===== config.mk =====
export PLATFORM = sky130hd
export DESIGN_NAME = alu_serial_seq
export DESIGN_NICKNAME = d
export VERILOG_FILES = /design/src/rtl/alu_pkg.sv /design/src/rtl/alu1.sv /design/src/rtl/alu_serial_seq.sv
export SDC_FILE = /design/constraint.sdc
export NUM_CORES = 1
export LEC_CHECK = 0
export CORE_MARGIN = 4
export CORE_UTILIZATION = 48
export CTS_BUF_LIST = sky130_fd_sc_hd__clkbuf_2 sky130_fd_sc_hd__clkbuf_4 sky130_fd_sc_hd__clkbuf_8
export DETAILED_ROUTE_END_ITERATION = 16
export PLACE_DENSITY = 0.74
export SYNTH_ARGS = -nofsm -noshare
export SYNTH_HDL_FRONTEND = slang
export SYNTH_SLANG_ARGS = --single-unit

===== constraint.sdc =====
create_clock -name clk -period 1.6 [get_ports clk]
set_clock_uncertainty 0.05 [all_clocks]
set_input_delay 0.16 -clock clk [delete_from_list [all_inputs] [get_ports clk]]
set_output_delay 0.16 -clock clk [all_outputs]
set_load 0.01 [all_outputs]

===== src/rtl/alu_pkg.sv =====
// rtl/alu_pkg.sv - shared op codes, FSM states and helpers for the serial ALU
package alu_pkg;

    typedef enum logic [2:0] {
        OP_AND      = 3'd0,
        OP_NOT      = 3'd1,
        OP_OR       = 3'd2,
        OP_XOR      = 3'd3,
        OP_ADD      = 3'd4,
        OP_SUB      = 3'd5,
        OP_TRANSFER = 3'd6,
        OP_TEST     = 3'd7
    } alu_op_e;

    typedef enum logic [1:0] {
        IDLE = 2'd0,
        RUN  = 2'd1,
        DONE = 2'd2
    } state_e;

    // Only ADD and SUB propagate a carry/borrow between bit slices.
    function automatic logic is_arith(alu_op_e op);
        return (op == OP_ADD) || (op == OP_SUB);
    endfunction

endpackage


===== src/rtl/alu1.sv =====
// rtl/alu1.sv - one-bit ALU slice; carry_out is carry (ADD) or borrow (SUB)
module alu1
    import alu_pkg::*;
(
    input  logic       a,
    input  logic       b,
    input  logic       carry_in,
    input  logic [2:0] select,
    output logic       out,
    output logic       carry_out
);

    always_comb begin
        out       = 1'b0;
        carry_out = 1'b0;
        case (alu_op_e'(select))
            OP_AND:      out = a & b;
            OP_NOT:      out = ~a;
            OP_OR:       out = a | b;
            OP_XOR:      out = a ^ b;
            OP_ADD: begin
                out       = a ^ b ^ carry_in;
                carry_out = (a & b) | (carry_in & (a ^ b));
            end
            OP_SUB: begin
                out       = a ^ b ^ carry_in;
                carry_out = (~a & b) | (carry_in & ~(a ^ b));
            end
            OP_TRANSFER: out = a;
            OP_TEST:     out = a & b;
            default: begin
                out       = 1'b0;
                carry_out = 1'b0;
            end
        endcase
    end

endmodule


===== src/rtl/alu_serial_seq.sv =====
// rtl/alu_serial_seq.sv - bit-serial WIDTH-bit ALU driving one alu1 slice LSB first
module alu_serial_seq
    import alu_pkg::*;
#(
    parameter int WIDTH = 4
) (
    input  logic             clk,
    input  logic             rst_n,
    input  logic             start,
    input  logic [2:0]       op,
    input  logic [WIDTH-1:0] a,
    input  logic [WIDTH-1:0] b,
    input  logic             carry_in,
    output logic             busy,
    output logic             done,
    output logic [WIDTH-1:0] result,
    output logic             carry_out,
    output logic             zero
);

    localparam int CW = $clog2(WIDTH + 1);

    state_e           state;
    alu_op_e          op_q;
    logic [WIDTH-1:0] a_sh;
    logic [WIDTH-1:0] b_sh;
    logic [WIDTH-1:0] res_sh;
    logic             chain;
    logic [CW-1:0]    cnt;
    logic             bit_out;
    logic             bit_carry;

    alu1 u_alu1 (
        .a         (a_sh[0]),
        .b         (b_sh[0]),
        .carry_in  (chain),
        .select    (op_q),
        .out       (bit_out),
        .carry_out (bit_carry)
    );

    always_ff @(posedge clk) begin
        if (!rst_n) begin
            state     <= IDLE;
            op_q      <= OP_AND;
            a_sh      <= '0;
            b_sh      <= '0;
            res_sh    <= '0;
            chain     <= 1'b0;
            cnt       <= '0;
            busy      <= 1'b0;
            done      <= 1'b0;
            result    <= '0;
            carry_out <= 1'b0;
            zero      <= 1'b0;
        end else begin
            done <= 1'b0;
            case (state)
                IDLE, DONE: begin
                    if (start) begin
                        a_sh  <= a;
                        b_sh  <= b;
                        op_q  <= alu_op_e'(op);
                        chain <= carry_in;
                        cnt   <= '0;
                        busy  <= 1'b1;
                        state <= RUN;
                    end else begin
                        state <= IDLE;
                    end
                end
                RUN: begin
                    // One extra RUN cycle after the last shift publishes the collected word.
                    if (cnt == CW'(WIDTH)) begin
                        state     <= DONE;
                        busy      <= 1'b0;
                        done      <= 1'b1;
                        if (op_q != OP_TEST) begin
                            result <= res_sh;
                        end
                        carry_out <= is_arith(op_q) ? chain : 1'b0;
                        zero      <= (res_sh == '0);
                    end else begin
                        res_sh <= {bit_out, res_sh[WIDTH-1:1]};
                        a_sh   <= a_sh >> 1;
                        b_sh   <= b_sh >> 1;
                        if (is_arith(op_q)) begin
                            chain <= bit_carry;
                        end
                        cnt    <= cnt + CW'(1);
                    end
                end
                default: state <= IDLE;
            endcase
        end
    end

endmodule


# After elaboration in Yosys (flattened, before gate mapping)
# Cells that the tools add are included.
[word_totals]
register_bits = 29
inputBits = 15
output_inout_bits = 8
elab_cells = 79
[classes]
n_addsub = 1
eq_ne = 15
n_mux = 23
n_bitwise = 12
reduce_logical = 16
[op_table]
columns = ["op", "n"]
rows = [
  ["2-to-1 mux 4 bit", 4],
  ["case mux 4 bit (2 select lines)", 2],
  ["equality test 3 bit, second input constant", 5],
  ["AND reduction 3 bit", 3],
  ["2-to-1 mux 1 bit", 8],
  ["!= test 2 bit, second input constant", 4],
  ["AND reduction 2 bit", 4],
  ["equality test 3 x 2 -> 1 bit, second input constant", 2],
  ["2-to-1 mux 3 bit", 2],
  ["case mux 1 bit (2 select lines)", 3],
  ["case mux 1 bit (6 select lines)", 1],
  ["case mux 3 bit (2 select lines)", 1],
  ["OR reduction 2 bit", 3],
  ["AND 1 bit", 4],
  ["zero test 4 bit", 1],
  ["case mux 2 bit (2 select lines)", 1],
  ["AND reduction 4 bit", 1],
  ["adder 3 x 1 -> 3 bit, second input constant", 1],
  ["equality test 3 x 1 -> 1 bit, second input constant", 1],
  ["zero test 3 bit", 1],
  ["!= test 3 bit, second input constant", 1],
  ["inverter 1 bit", 3],
  ["bitwise OR 1 bit", 3],
  ["equality test 2 x 1 -> 1 bit, second input constant", 1],
  ["6 further kinds", 7],
]

# Depth between registers and ports, before layout
[logic_depth]
ltp_word = 8
depth_mapped = 7

# By module
# Synthesis repeated with hierarchy kept, for this count alone.
[hier_totals]
hier_cells = 150
hier_area_um2 = 1318.8
[by_module_without_submodules]
columns = ["mod", "instances", "cells_per_inst", "area_per_inst_um2", "seq_area_each_um2"]
rows = [
  ["alu_serial_seq", 1, 135, 1167.4, 580.6],
  ["alu1", 1, 15, 151.4, 0.0],
]

# Worst setup path before layout
# No wires, ideal clock.
[synth_path]
path_kind = "register to register"
from = "register a_sh[0]"
to = "register chain"
setup_time_ps = 134
t_arrival_ps = 1471
t_required_ps = 1416
slack_ps = -55
path_stages_with_launch = 7
n_path_buf = 0
period_less_slack_ps = 1655
path_cell_list = "dfxtp_1 -> inv_1 -> fa_1 -> mux2_2 -> and3_1 -> a221oi_1 -> a211oi_1"
[synth_via]
elab_chain_cells = 8
word_cells_on_any_way = 13
[synth_rtl]
columns = ["element", "line", "source"]
rows = [
  ["start, declared", "alu_serial_seq.sv:25", "logic [WIDTH-1:0] a_sh;"],
  ["start signal, assigned", "alu_serial_seq.sv:85", "a_sh <= a_sh >> 1;"],
  ["XOR 1 bit", "alu1.sv:23, alu1.sv:27", ""],
  ["inverter 1 bit", "alu1.sv:27", "carry_out = (~a & b) | (carry_in & ~(a ^ b));"],
  ["AND 1 bit", "alu1.sv:27", ""],
  ["bitwise OR 1 bit", "alu1.sv:27", ""],
  ["case mux 1 bit (2 select lines) (*)", "alu1.sv:16", "case (alu_op_e'(select))"],
  ["2-to-1 mux 1 bit (*)", "alu_serial_seq.sv:87", "if (is_arith(op_q)) begin"],
  ["2-to-1 mux 1 bit (*)", "alu_serial_seq.sv:74", "if (cnt == CW'(WIDTH)) begin"],
  ["case mux 1 bit (2 select lines) (*)", "alu_serial_seq.sv:58", "case (state)"],
  ["end signal, assigned", "alu_serial_seq.sv:64", "chain <= carry_in;"],
  ["end signal, assigned", "alu_serial_seq.sv:88", "chain <= bit_carry;"],
  ["end, declared", "alu_serial_seq.sv:28", "logic chain;"],
]
# Every way passes the cells marked *; elsewhere a longest branch is shown, timed or not. The select of a mux whose other input is x is not followed.
# A chain may end at the register's enable or synchronous reset.

# Worst setup path after layout
[layout_path]
from = "register a_sh[0]"
to = "register res_sh[3]"
[layout_via]
elab_chain_cells = 3
word_cells_on_any_way = 6
[layout_rtl]
columns = ["element", "line", "source"]
rows = [
  ["XOR 1 bit", "alu1.sv:20, alu1.sv:22, alu1.sv:26", ""],
  ["XOR 1 bit", "alu1.sv:22, alu1.sv:26", ""],
  ["case mux 1 bit (6 select lines) (*)", "alu1.sv:16", ""],
  ["end signal, assigned", "alu_serial_seq.sv:84", "res_sh <= {bit_out, res_sh[WIDTH-1:1]};"],
  ["end, declared", "alu_serial_seq.sv:27", "logic [WIDTH-1:0] res_sh;"],
]
# Every way passes the cells marked *; elsewhere a longest branch is shown, timed or not.

==> run metrics <==
clock share of power 29.1%; flop2flop setup slack -0.03 ns; syn_area_per_cell 8.52 um^2; post-synthesis sequential area ratio 43.9%; HP Class input port to register; final WL 3100 um; fin crit period 1.63 ns; Layout Cells excl Fill 221; endpoints failing hold 0; max incr delay on CP 0.57 ns; Critical R2R Capture res_sh[3]$_SDFFE_PN0P_; cell row count 18; vias 1206; First DRT Iteration DRCs 62; dpl cells 210; RSZ-0062 raised after global routing true; chip width 60.5 um; synthesis warning total 0; leading area contributor after synthesis dfxtp_1; status complete, but fails checks; Layout Utilization 69.5%; clk_lat worst skew 0.32 ns; initial core utilization 51.9%; Rel. slew slack 68.9%; placer congestion estimate 0.810; CTS tree built; die area 0.00366 mm^2; vias per cell 5.46; Syn Inst Count 155; CP top delay family adder cells; kind of start point of the critical path register; Routed Antenna Nets 0; DP HPWL 2080 um; number of max-cap violations 0; CTS sink cnt 29; WP depth 4; layout cells sized above 1 23.6%; DRC 0; initial antenna violation count 0; area delta synth->final 33.9%; crit path buf inv count 1; Reg clk slew, reported paths 0.08 ns; CP cell instances fa_2, inv_2, mux4_2, a21oi_2; Mapped Nets 176; flops & latches, synth 29; ys flop type dfxtp_1; largest net degree at the start of global routing 29; Critical Path End Type register; post-route setup TNS -0.0446 ns; Pins Over Slew Limit 0; Slew @ Worst Pin 0.466 ns; final worst slack -0.0322 ns; Worst VDD drop 0.000660 V; ANT cells 0; FFs w/ async S/R, synth 0%; failing checks negative setup slack; Worst Setup EP res_sh[3]$_SDFFE_PN0P_; routed length per instance 14.0 um; global-route usage over all layers 18.1%; hold path startpoint b[3]; total grt overflow 0; Final setup violation count 2; first-pass GRT wire length 4870 um; Leak 0.662 nW; Net Sw Frac 26.0%; r2r startpoint a_sh[0]$_SDFFE_PN0P_; post-synth top area share 43.9%; die height 60.5 um; cell with the most instances after synthesis nand2_1; number of global-route vias before repair 1114; Worst setup startpoint a_sh[0]$_SDFFE_PN0P_; CTS Buffer Depth 2; WP data required 1.82 ns; H-tree level count 2; Switching Power 0.000404 W; main area contributors after synthesis dfxtp_1 44%, nand2_1 9.4%, a21oi_1 7.2%; hold buffers post-CTS 0; sequential power share 51.3%; Unique masters post-synth 32; Post-synth top cells 33 x nand2_1, 29 x dfxtp_1, 19 x a21oi_1; core area 0.00254 mm^2; TritonRoute pass-1 iters 4; Nets 212; Comb pwr share 19.6%; Reg2Reg Depth 4; EDFF count, synth 0; Power Dens Cells 878 mW/mm^2; CTS Buf Count 5; critical path class register to register; crit share post-route 102%; IO Pins 23; mapped cell area 0.00132 mm^2; Worst path slowest cell fa_2; port bufs 22; critical path arrival 1.85 ns; P_int 0.00115 W; worst-path fanout max 3; Max Fclk 613 MHz; Root Buffer clkbuf_4
==> power by group through the flow <==
stage	clock, W	sequential (W)	combinational [W]
2_1_floorplan	0	0.000804	0.000160
3_3_place_gp	0	0.000809	0.000240
3_5_place_dp	0	0.000812	0.000248
4_1_cts	0.000462	0.000796	0.000268
5_1_grt	0.000494	0.000803	0.000334
6_report	0.000452	0.000797	0.000304
==> final cells by class <==
| cell class | count | area (um^2) |
|---|---|---|
| Sequential cell | 29 | 589 |
| Multi-Input combinational cell | 112 | 698 |
| Timing Repair Buffer | 37 | 363 |
| Fill cell | 220 | 776 |
| Inverter | 6 | 22.5 |
| Clock buffer | 7 | 58.8 |
| Tap cell | 30 | 37.5 |
==> metal layers <==
layer	GRT usage (%)	routed length, um
met3	4.68	153
met5	0	0
met2	28.5	1550
met1	22.5	1330
met4	10.2	63
==> worst reg2reg max path, delay by kind of cell, from the launching register on <==
kind                       cells  cell delay (ns)
DFF                            1             0.35
buffers and inverters          1             0.03
muxes                          1             0.46
AOI/OAI and AO/OA              1             0.12
adders and majority gates      1             0.57
==> cells by family (layout without fill, tap and decap cells) <==
group | count (synthesis) | in the layout | share of synthesized area, %
and+or+nand+nor | 68 | 68 | 22.7
AOI/OAI and AO/OA | 32 | 32 | 15.2
DFF | 29 | 29 | 43.9
buffers and inverters | 14 | 50 | 5.78
adders and majority gates | 6 | 6 | 6.82
muxes | 5 | 5 | 4.92
xor gates and xnor gates | 1 | 1 | 0.663
==> sequential cells by signal (all words and copies together), names as in the netlist <==
register,cells
carry_out,1
b_sh,4
zero,1
cnt,3
res_sh,4
busy,1
state,2
result,4
done,1
op_q,3
chain,1
a_sh,4
==> placed cells by master, fill, tap and decap left out, drive strengths merged <==
master | netlist | final
a211oi | 1 | 1
a21oi | 19 | 19
a221oi | 1 | 1
a311oi | 6 | 6
and2 | 1 | 1
and2b | 1 | 1
and3 | 1 | 1
buf | 6 | 14
clkbuf | 2 | 8
clkdlybuf4s50 | 0 | 22
dfxtp | 29 | 29
fa | 2 | 2
ha | 4 | 4
inv | 6 | 6
mux2 | 2 | 2
mux2i | 2 | 2
mux4 | 1 | 1
nand2 | 34 | 34
nand2b | 2 | 2
nand3 | 12 | 12
nor2 | 11 | 11
nor2b | 2 | 2
nor3 | 3 | 3
nor4 | 1 | 1
o21ai | 5 | 5
xor2 | 1 | 1
==> worst min-delay path by stage <==
| stage | endpoint | slack, ns | cells past startpoint |
|---|---|---|---|
| 3_3_place_gp | result[1]$_SDFFE_PN0P_ | 0.40 | 2 |
| 6_report | b_sh[3]$_SDFFE_PN0P_ | 0.33 | 3 |
| 5_1_grt | a_sh[3]$_SDFFE_PN0P_ | 0.33 | 3 |
| 4_1_cts | b_sh[3]$_SDFFE_PN0P_ | 0.32 | 3 |
| 2_1_floorplan | op_q[0]$_SDFFE_PN0N_ | 0.25 | 2 |
| 3_5_place_dp | result[1]$_SDFFE_PN0P_ | 0.40 | 2 |
==> through the flow <==
step	setup WS (ns)	cell area [um^2]	hold slack, ns	total power [W]
6_report	-0.0322	1770	0.326	0.00155
5_1_grt	-0.0855	1770	0.334	0.00163
4_1_cts	-0.0255	1700	0.316	0.00153
3_5_place_dp	-0.0812	1610	0.398	0.00106
3_3_place_gp	-0.00675	1610	0.396	0.00105
2_1_floorplan	0.00690	1320	0.246	0.000964
==> timing repair <==
item | 4_1_cts | 5_1_grt
setup buffers | 2 | 1
endpoints found under the hold margin | 0 | 0
gates cloned | 0 | 1
pin swaps | 1 | 5
gates resized for setup | 3 | 14
endpoints found under the setup margin | 6 | 19
No activity file was read; power rests on OpenSTA's default activity.
